===== src/rtl/lsu_align_pkg.sv =====
// Shared definitions for the load/store alignment unit: size codes, FSM states,
// captured-request payload and lane helper functions.
package lsu_align_pkg;

    localparam int unsigned XLEN   = 32;
    localparam int unsigned LANES  = XLEN / 8;
    localparam int unsigned SIZE_W = 2;
    localparam int unsigned LANE_W = 2;

    localparam logic [SIZE_W-1:0] LSU_SIZE_B = 2'd0;
    localparam logic [SIZE_W-1:0] LSU_SIZE_H = 2'd1;
    localparam logic [SIZE_W-1:0] LSU_SIZE_W = 2'd2;

    typedef enum logic [1:0] {
        ST_IDLE = 2'd0,
        ST_MEM  = 2'd1,
        ST_DATA = 2'd2,
        ST_RESP = 2'd3
    } lsu_state_e;

    typedef struct packed {
        logic              we;
        logic [SIZE_W-1:0] size;
        logic              is_unsigned;
        logic [LANE_W-1:0] addr_lo;
    } lsu_req_t;

    // Size code 3 is an alias for word.
    function automatic logic [SIZE_W-1:0] lsu_norm_size(input logic [SIZE_W-1:0] size);
        logic [SIZE_W-1:0] r;
        r = size;
        if (size == 2'b11) r = LSU_SIZE_W;
        return r;
    endfunction

    function automatic logic lsu_misaligned(input logic [SIZE_W-1:0] size,
                                            input logic [LANE_W-1:0] addr_lo);
        logic r;
        r = 1'b0;
        case (size)
            LSU_SIZE_B: r = 1'b0;
            LSU_SIZE_H: r = addr_lo[0];
            default:    r = |addr_lo;
        endcase
        return r;
    endfunction

    function automatic logic [LANE_W-1:0] lsu_align_lo(input logic [SIZE_W-1:0] size,
                                                       input logic [LANE_W-1:0] addr_lo);
        logic [LANE_W-1:0] r;
        r = addr_lo;
        case (size)
            LSU_SIZE_B: r = addr_lo;
            LSU_SIZE_H: r = {addr_lo[1], 1'b0};
            default:    r = 2'b00;
        endcase
        return r;
    endfunction

    function automatic logic [LANES-1:0] lsu_store_we(input logic [SIZE_W-1:0] size,
                                                      input logic [LANE_W-1:0] addr_lo);
        logic [LANES-1:0] r;
        r = '1;
        case (size)
            LSU_SIZE_B: r = LANES'(1) << addr_lo;
            LSU_SIZE_H: r = addr_lo[1] ? 4'b1100 : 4'b0011;
            default:    r = '1;
        endcase
        return r;
    endfunction

    function automatic logic [XLEN-1:0] lsu_store_data(input logic [SIZE_W-1:0] size,
                                                       input logic [XLEN-1:0]   wdata);
        logic [XLEN-1:0] r;
        r = wdata;
        case (size)
            LSU_SIZE_B: r = {4{wdata[7:0]}};
            LSU_SIZE_H: r = {2{wdata[15:0]}};
            default:    r = wdata;
        endcase
        return r;
    endfunction

endpackage


===== src/rtl/lsu_align_load_ext.sv =====
// Combinational load lane selection and sign/zero extension (little-endian lanes).
module lsu_load_ext
    import lsu_align_pkg::*;
(
    input  logic [SIZE_W-1:0] size_i,
    input  logic              unsigned_i,
    input  logic [LANE_W-1:0] addr_i,
    input  logic [XLEN-1:0]   word_i,
    output logic [XLEN-1:0]   data_o
);

    logic [7:0]  byte_sel;
    logic [15:0] half_sel;

    always_comb begin
        byte_sel = word_i[7:0];
        half_sel = word_i[15:0];
        data_o   = word_i;
        case (addr_i)
            2'd0:    byte_sel = word_i[7:0];
            2'd1:    byte_sel = word_i[15:8];
            2'd2:    byte_sel = word_i[23:16];
            default: byte_sel = word_i[31:24];
        endcase
        if (addr_i[1]) half_sel = word_i[31:16];
        case (size_i)
            LSU_SIZE_B: data_o = {{24{~unsigned_i & byte_sel[7]}}, byte_sel};
            LSU_SIZE_H: data_o = {{16{~unsigned_i & half_sel[15]}}, half_sel};
            default:    data_o = word_i;
        endcase
    end

endmodule


===== src/rtl/lsu_align.sv =====
// Load/store alignment unit: one request at a time to a synchronous data RAM.
// Build option LSU_MISALIGN_EXC_EN: misaligned half/word accesses return resp_exc
// without touching memory; otherwise the low address bits are forced aligned.
module lsu_align
    import lsu_align_pkg::*;
(
    input  logic              clk,
    input  logic              rst_n,
    input  logic              req_valid_i,
    output logic              req_ready_o,
    input  logic              req_we_i,
    input  logic [SIZE_W-1:0] req_size_i,
    input  logic              req_unsigned_i,
    input  logic [XLEN-1:0]   req_addr_i,
    input  logic [XLEN-1:0]   req_wdata_i,
    output logic              resp_valid_o,
    output logic [XLEN-1:0]   resp_rdata_o,
    output logic              resp_exc_o,
    output logic              mem_en_o,
    output logic [LANES-1:0]  mem_we_o,
    output logic [XLEN-1:0]   mem_addr_o,
    output logic [XLEN-1:0]   mem_wdata_o,
    input  logic [XLEN-1:0]   mem_rdata_i
);

    lsu_state_e       state_q,      state_d;
    lsu_req_t         req_q,        req_d;
    logic             req_ready_q,  req_ready_d;
    logic             mem_en_q,     mem_en_d;
    logic [LANES-1:0] mem_we_q,     mem_we_d;
    logic [XLEN-1:0]  mem_addr_q,   mem_addr_d;
    logic [XLEN-1:0]  mem_wdata_q,  mem_wdata_d;
    logic             resp_valid_q, resp_valid_d;
    logic             resp_exc_q,   resp_exc_d;
    logic [XLEN-1:0]  resp_rdata_q, resp_rdata_d;

    logic [SIZE_W-1:0] size_n;
    logic [LANE_W-1:0] lo_n;
    logic              exc_n;
    logic [XLEN-1:0]   load_data;

    lsu_load_ext u_load_ext (
        .size_i     (req_q.size),
        .unsigned_i (req_q.is_unsigned),
        .addr_i     (req_q.addr_lo),
        .word_i     (mem_rdata_i),
        .data_o     (load_data)
    );

    always_ff @(posedge clk or negedge rst_n) begin
        if (!rst_n) begin
            state_q      <= ST_IDLE;
            req_q        <= '0;
            req_ready_q  <= 1'b1;
            mem_en_q     <= 1'b0;
            mem_we_q     <= '0;
            mem_addr_q   <= '0;
            mem_wdata_q  <= '0;
            resp_valid_q <= 1'b0;
            resp_exc_q   <= 1'b0;
            resp_rdata_q <= '0;
        end else begin
            state_q      <= state_d;
            req_q        <= req_d;
            req_ready_q  <= req_ready_d;
            mem_en_q     <= mem_en_d;
            mem_we_q     <= mem_we_d;
            mem_addr_q   <= mem_addr_d;
            mem_wdata_q  <= mem_wdata_d;
            resp_valid_q <= resp_valid_d;
            resp_exc_q   <= resp_exc_d;
            resp_rdata_q <= resp_rdata_d;
        end
    end

    // Outputs are registered on the edge that enters the state they belong to.
    always_comb begin
        state_d      = state_q;
        req_d        = req_q;
        mem_en_d     = 1'b0;
        mem_we_d     = '0;
        mem_addr_d   = mem_addr_q;
        mem_wdata_d  = mem_wdata_q;
        resp_valid_d = 1'b0;
        resp_exc_d   = 1'b0;
        resp_rdata_d = '0;
        size_n       = lsu_norm_size(req_size_i);
`ifdef LSU_MISALIGN_EXC_EN
        lo_n         = req_addr_i[1:0];
        exc_n        = lsu_misaligned(size_n, req_addr_i[1:0]);
`else
        lo_n         = lsu_align_lo(size_n, req_addr_i[1:0]);
        exc_n        = 1'b0;
`endif

        case (state_q)
            ST_IDLE: begin
                if (req_valid_i) begin
                    req_d = '{we: req_we_i, size: size_n,
                              is_unsigned: req_unsigned_i, addr_lo: lo_n};
                    if (exc_n) begin
                        state_d      = ST_RESP;
                        resp_valid_d = 1'b1;
                        resp_exc_d   = 1'b1;
                    end else begin
                        state_d     = ST_MEM;
                        mem_en_d    = 1'b1;
                        mem_addr_d  = {req_addr_i[XLEN-1:2], 2'b00};
                        mem_wdata_d = '0;
                        if (req_we_i) begin
                            mem_we_d    = lsu_store_we(size_n, lo_n);
                            mem_wdata_d = lsu_store_data(size_n, req_wdata_i);
                        end
                    end
                end
            end
            ST_MEM: begin
                if (req_q.we) begin
                    state_d      = ST_RESP;
                    resp_valid_d = 1'b1;
                end else begin
                    state_d = ST_DATA;
                end
            end
            ST_DATA: begin
                state_d      = ST_RESP;
                resp_valid_d = 1'b1;
                resp_rdata_d = load_data;
            end
            ST_RESP: state_d = ST_IDLE;
            default: state_d = ST_IDLE;
        endcase

        req_ready_d = (state_d == ST_IDLE);
    end

    assign req_ready_o  = req_ready_q;
    assign mem_en_o     = mem_en_q;
    assign mem_we_o     = mem_we_q;
    assign mem_addr_o   = mem_addr_q;
    assign mem_wdata_o  = mem_wdata_q;
    assign resp_valid_o = resp_valid_q;
    assign resp_exc_o   = resp_exc_q;
    assign resp_rdata_o = resp_rdata_q;

endmodule


===== config.mk =====
export PLATFORM = sky130hd
export DESIGN_NAME = lsu_align
export DESIGN_NICKNAME = d
export VERILOG_FILES = /design/src/rtl/lsu_align_pkg.sv /design/src/rtl/lsu_align_load_ext.sv /design/src/rtl/lsu_align.sv
export SDC_FILE = /design/constraint.sdc
export NUM_CORES = 1
export LEC_CHECK = 0
export ABC_CLOCK_PERIOD_IN_PS = 5900
export CAP_MARGIN = 10
export CORE_MARGIN = 2
export CORE_UTILIZATION = 45
export DETAILED_ROUTE_END_ITERATION = 8
export HOLD_SLACK_MARGIN = 0.03
export PLACE_DENSITY = 0.8
export SYNTH_ARGS = -nofsm -noshare
export SYNTH_HDL_FRONTEND = slang
export SYNTH_HIERARCHICAL = 1
export SYNTH_SLANG_ARGS = --single-unit

===== constraint.sdc =====
create_clock -name clk -period 5.9 [get_ports clk]
set_clock_uncertainty 0.2 [all_clocks]
set_input_delay 1.18 -clock clk [delete_from_list [all_inputs] [get_ports clk]]
set_output_delay 1.18 -clock clk [all_outputs]
set_load 0.01 [all_outputs]

==> results of run 1 <==
==> state kept, by name (all words and copies together), names as in the netlist <==
signal	count
resp_rdata_o	32
resp_valid_o	1
mem_wdata_o	32
state_q	2
req_q	6
req_ready_o	1
mem_addr_o	30
mem_en_o	1
mem_we_o	4
==> synthesized netlist by cell type <==
| cell type | count |
|---|---|
| and2_1 | 32 |
| o211ai_1 | 7 |
| clkbuf_1 | 18 |
| nand3_1 | 8 |
| buf_6 | 3 |
| o211ai_2 | 10 |
| a32oi_2 | 1 |
| nand2_1 | 166 |
| or3_1 | 1 |
| o31ai_1 | 18 |
| buf_4 | 6 |
| nor3_1 | 1 |
| o21ai_0 | 20 |
| nand2_2 | 1 |
| dfrtp_1 | 108 |
| buf_2 | 12 |
| ha_1 | 3 |
| nand2b_1 | 1 |
| o22a_1 | 7 |
| conb_1 | 1 |
| clkinv_1 | 1 |
| inv_2 | 1 |
| or2_1 | 1 |
| o221ai_1 | 8 |
| buf_1 | 4 |
| nor2_1 | 12 |
| o21ba_2 | 1 |
| mux2_2 | 2 |
| a21oi_1 | 5 |
| nor2b_1 | 18 |
| inv_1 | 5 |
| mux2i_1 | 24 |
| dfstp_2 | 1 |
| a22oi_1 | 9 |
| a211oi_1 | 8 |
==> kinds of logic (layout without fill, tap and decap cells) <==
logic type | after synthesis | after routing
other | 1 | 3
buffers and inverters | 50 | 232
AOI/OAI and AO/OA | 94 | 94
and+or+nand+nor | 241 | 241
muxes | 26 | 26
DFF | 109 | 109
adders and majority gates | 3 | 3
==> critical path: cells and delay by family, from the launching register on <==
family | cells | cell delay, ns
AND/OR/NAND/NOR | 3 | 1.84
flip-flops | 1 | 0.73
AO/OA/AOI/OAI | 1 | 0.18
buffers and inverters | 1 | 0.34
==> stage by stage <==
step           power [mW]  cell area, µm²
2_1_floorplan        2.12            5060
3_3_place_gp         2.92            7090
3_5_place_dp         2.98            7090
4_1_cts              3.47            7300
5_1_grt              3.68            7300
6_report             3.44            7300
==> per-layer routing <==
layer / part of all wire [%] / vias to the layer above
li1: - / 2101
met1: 38 / 2163
met2: 50 / 227
met3: 10 / 32
met4: 2.3 / 0
met5: 0 / -
==> final timing paths <==
path	endpoint	cells after the start
worst max register to register	resp_rdata_o[17]	5
worst max-delay path	resp_rdata_o[17]	5
min in group asynchronous	resp_rdata_o[23]	1
max in group asynchronous	mem_wdata_o[13]	2
worst min-delay path	mem_wdata_o[5]	2
worst min register to register	mem_wdata_o[5]	2
==> power breakdown <==
group,switching [mW],internal (mW)
combinational,0.819,0.879
clock,0.267,0.211
sequential,0.201,1.06
==> layout make-up <==
type | instances | share of cell area, %
Sequential cell | 109 | 37.4
Multi-Input combinational cell | 367 | 28.6
Clock inverter | 6 | 0.977
Tap cell | 140 | 2.40
Timing Repair Buffer | 209 | 28.4
Clock buffer | 10 | 1.89
Inverter | 7 | 0.360
==> key figures, run 1 <==
Worst setup path
  • CP arrival: 3.49 ns
  • Crit path capture type: flip-flop
  • Crit path cell chain: buf_4, or2_1, or3_1, o211ai_1, and2_1
  • Worst path slowest cell: or2_1
  • CP Launch Point: req_q[4]
  • Setup CP Type: flip-flop to flip-flop
  • Reg2reg start: req_q[4]
  • Worst EP required: 5.97 ns
  • Reg2reg setup slack: 2.48 ns
  • CP Max Fanout: 25
  • Slowest cell delay on critical path: 0.89 ns
  • CP Launch Type: flip-flop

Finish
  • Total Nets Final: 809
  • Finished Core Util: 67.0%
  • Most frequent cells in the layout: 202 x clkdlybuf4s50_1, 166 x nand2_1, 108 x dfrtp_1
  • Area growth syn-to-layout: 44.4%
  • Most common cell after layout, fill and taps aside: clkdlybuf4s50_1
  • Layout Cells excl Fill: 848
  • Layout cell share with drive strength beyond 1: 5.65%
  • Reg area: 2730 µm²
  • Multi-input combinational cell area: 2090 µm²
  • Fill cell total of the finished layout: 870
  • N_diodes: 0

Clock tree
  • CTS clock-pin slew for the worst setup and hold paths: 0.11 ns
  • CTS tree: built
  • Clk buf depth: 2
  • Total CTS buffers: 9
  • H-Tree Depth: 3
  • Setup Buffers After CTS: 0
  • Sink Count: 109
  • Root Buffer: clkbuf_8
  • Clk_lat worst skew: 0.38 ns
  • Hold_buf cts: 0
  • CTS resizes: 0

Timing
  • Slew @ Worst Pin: 1.12 ns
  • Max Fclk: 292 MHz
  • Slew HR: 25.4%
  • Max-slew violation count: 0
  • TNS Setup: 0 ns
  • Final Cycle Share: 58.0%
  • RSZ-0062 raised after global routing: no
  • Final hold violation count: 0
  • Hold WS: 0.277 ns
  • Final worst slack: 2.48 ns
  • Period minus WS final: 3.42 ns
  • Final setup violating endpoints: 0

Global routing
  • First-pass GRT wire length: 22.8 mm
  • Vias in the first global route: 4535
  • Grt met1 use: 29.7%
  • GR peak layer: met2
  • Largest net degree at the start of global routing: 81
  • Total GRT Usage: 24.7%
  • Initial antenna violation count: 0
  • Met3 usage: 8.99%
  • Congestion Overflow GR: 0
  • M2 GR Usage: 41.1%

Routing
  • DRT iter0 DRCs: 268
  • ANT nets after route: 0
  • DRT Pass-1 Iters: 5
  • Vias: 4523
  • WL final: 14.6 mm
  • Wire length per cell: 17.2 µm
  • Via/cell ratio: 5.33
  • Drt drc: 0

Floorplan
  • Core area: 10900 µm²
  • Die span in x: 110 µm
  • IO Pins: 207
  • Row count: 38
  • Die area: 12100 µm²
  • Chip height: 110 µm
  • Initial Util: 46.4%

Flow run
  • Maxcap violations: 0

Place
  • GPL Wtd Cong: 0.897
  • Port bufs: 203
  • Placed cells: 832
  • Hpwl dp: 10.3 mm
  • Dpl ws: 2.30 ns

Pwr
  • Pleak: 3.28 nW
  • Maximum vdd drop: 0.000272 V
  • Pwr Density: 471 nW/µm²

Synth
  • FF+latch count, synth: 109
  • Synth Cell Area: 5050 µm²
  • Number of synthesis warnings: 6
  • Yosys top cell by area: dfrtp_1
  • Synth Area in Simple Gates: 20.8%
  • Ranking of synthesized cells by area: dfrtp_1 53%, nand2_1 12%, mux2i_1 4.8%, and2_1 4.0%, o31ai_1 2.7%
  • Main combinational cell family by area after synthesis: simple AND/OR/NAND/NOR gates
  • Distinct cells, synth: 35
  • Synth Area in XOR/XNOR: 0%
  • Compound-Gate Fraction of Synth Area: 14.3%
  • Post-synth top area share: 53.5%
  • Mean Syn Cell Area: 9.65 µm²
  • Post-synthesis mux area share: 5.20%
  • Register area share after synthesis: 54.0%
  • Adder-cell share of the synthesized area: 0.743%
  • Syn Inst Count: 524

Min path
  • Hold Path Class: flip-flop to flip-flop
  • Worst Hold Launch: mem_wdata_o[5]

Run status
  • Status: complete, no violations
(Power assumes the default switching activity.)
==> run 2, diff against run 1 <==
--- a/config.mk
+++ b/config.mk
@@ -5,13 +5,13 @@
 export SDC_FILE = /design/constraint.sdc
 export NUM_CORES = 1
 export LEC_CHECK = 0
-export ABC_CLOCK_PERIOD_IN_PS = 5900
+export ABC_CLOCK_PERIOD_IN_PS = 3000
 export CAP_MARGIN = 10
 export CORE_MARGIN = 2
-export CORE_UTILIZATION = 45
+export CORE_UTILIZATION = 39
 export DETAILED_ROUTE_END_ITERATION = 8
 export HOLD_SLACK_MARGIN = 0.03
-export PLACE_DENSITY = 0.8
+export PLACE_DENSITY = 0.74
 export SYNTH_ARGS = -nofsm -noshare
 export SYNTH_HDL_FRONTEND = slang
 export SYNTH_HIERARCHICAL = 1
==> constraint.sdc (replaced) <==
create_clock -name clk -period 3 [get_ports clk]
set_clock_uncertainty 0.2 [all_clocks]
set_input_delay 0.6 -clock clk [delete_from_list [all_inputs] [get_ports clk]]
set_output_delay 0.6 -clock clk [all_outputs]
set_load 0.01 [all_outputs]
==> key figures, run 2 (synthesis gave the netlist of run 1 again) <==
Routing
  • WL final: 15.0 mm
  • DRT iter0 DRCs: 430
  • Vias: 4542
  • ANT nets after route: 0
  • DRT Pass-1 Iters: 5
  • Drt drc: 0
  • Wire length per cell: 16.9 µm
  • Via/cell ratio: 5.11

Global routing
  • First-pass GRT wire length: 24.1 mm
  • Initial antenna violation count: 0
  • Congestion Overflow GR: 0
  • Vias in the first global route: 4725
  • Largest net degree at the start of global routing: 81
  • Total GRT Usage: 21.6%

Floorplan
  • Core area: 12600 µm²
  • Die area: 13900 µm²
  • Die span in x: 118 µm
  • Initial Util: 40.1%
  • Row count: 41
  • Chip height: 118 µm
  • IO Pins: 207

Clock tree
  • Hold_buf cts: 0
  • Setup Buffers After CTS: 0
  • H-Tree Depth: 3
  • CTS tree: built
  • Root Buffer: clkbuf_16
  • Clk_lat worst skew: 0.34 ns
  • CTS clock-pin slew for the worst setup and hold paths: 0.07 ns
  • CTS resizes: 0
  • Clk buf depth: 2
  • Sink Count: 109
  • Total CTS buffers: 9

Finish
  • Most frequent cells in the layout: 202 x clkdlybuf4s50_1, 166 x nand2_1, 108 x dfrtp_1
  • Area growth syn-to-layout: 48.6%
  • Fill cell total of the finished layout: 1081
  • Finished Core Util: 59.5%
  • Cell area after layout: 7510 µm²
  • Most common cell after layout, fill and taps aside: clkdlybuf4s50_1
  • Layout Cells excl Fill: 888
  • Total Nets Final: 817
  • Layout cell share with drive strength beyond 1: 6.70%
  • N_diodes: 0

Place
  • GPL Wtd Cong: 0.889
  • Hpwl dp: 10.5 mm
  • Port bufs: 203
  • Placed cells: 872
  • DP Area: 7200 µm²

Timing
  • Max-slew violation count: 0
  • Final Cycle Share: 86.6%
  • TNS Setup: 0 ns
  • Final setup violating endpoints: 0
  • Max Fclk: 385 MHz
  • Final hold violation count: 0
  • Slew @ Worst Pin: 0.824 ns
  • RSZ-0062 raised after global routing: no
  • Slew HR: 45.1%
  • Period minus WS final: 2.60 ns
  • Hold WS: 0.0429 ns

Worst setup path
  • RR Endpoint: resp_rdata_o[17]
  • Slowest cell delay on critical path: 0.71 ns
  • Reg2reg start: req_q[4]
  • R2R depth: 5
  • CP delay by family, top: simple AND/OR/NAND/NOR gates
  • Worst EP required: 3.04 ns
  • CP Launch Type: flip-flop
  • Worst path slowest cell: or3_1
  • Critical path buffers and inverters: 1
  • Crit path capture type: flip-flop
  • CP arrival: 2.63 ns
  • Reg2reg setup slack: 0.40 ns
  • Crit path cell chain: or2_1, buf_4, or3_1, o211ai_1, and2_1
  • CP Max Fanout: 25
  • Setup CP Type: flip-flop to flip-flop
  • CP Launch Point: req_q[4]

Pwr
  • Pwr Density: 951 nW/µm²
  • Pleak: 3.38 nW
  • Maximum vdd drop: 0.000437 V

Run status
  • Status: complete, no violations

Min path
  • Hold Path Class: input port to asynchronous set/reset pin

Flow run
  • Maxcap violations: 0
-- run 2: cell types whose count changed in the layout (fill, tap and decap cells not counted), sizes merged --
cell    delta
buf        +8
clkinv     -1
inv        +1
-- run 2: layout make-up --
class | instances | area (µm²) | share of cell area, %
clock buffer | 10 | 239 | 3.18
clock inverter | 6 | 70.1 | 0.933
inverter | 7 | 26.3 | 0.350
multi-input combinational | 367 | 2090 | 27.8
sequential | 109 | 2730 | 36.3
tap | 172 | 215 | 2.86
timing repair buffer | 217 | 2150 | 28.6
-- run 2: worst register-to-register path, cell delays in order (launching register included) --
cell      delay (ns)
dfrtp_1         0.66
or2_1           0.18
buf_4           0.32
or3_1           0.72
o211ai_1        0.20
and2_1          0.21
-- run 2: worst max-delay path by stage --
stage | to | slack, ns | depth (start not counted)
after floorplan | resp_rdata_o[21] | 1.03 | 5
after global placement | resp_rdata_o[18] | 0.54 | 5
after detailed placement | resp_rdata_o[19] | 0.46 | 5
after CTS | resp_rdata_o[17] | 0.46 | 5
after global routing | resp_rdata_o[17] | 0.25 | 5
final | resp_rdata_o[17] | 0.40 | 5
-- run 2: stage by stage --
step	total power [mW]	worst slack (ns)
after global routing	7.59	0.251
after floorplan	4.18	1.03
final	7.15	0.402
after CTS	7.20	0.464
after detailed placement	5.92	0.462
after global placement	5.82	0.535
-- run 2: metal layers --
layer | up-vias | global-route usage (%) | wire length [µm]
met4 | 0 | 7.15 | 389
li1 | 2114 | - | -
met3 | 35 | 7.75 | 1310
met5 | - | 0 | 0
met2 | 208 | 36.2 | 7170
met1 | 2185 | 25.9 | 6120
-- run 2: where the power goes --
group / leakage [nW] / switching [mW] / internal, mW
Clock: 0.147 / 0.558 / 0.678
Sequential: 1.42 / 0.361 / 2.09
Combinational: 1.81 / 1.67 / 1.78
Total: 3.38 / 2.59 / 4.55
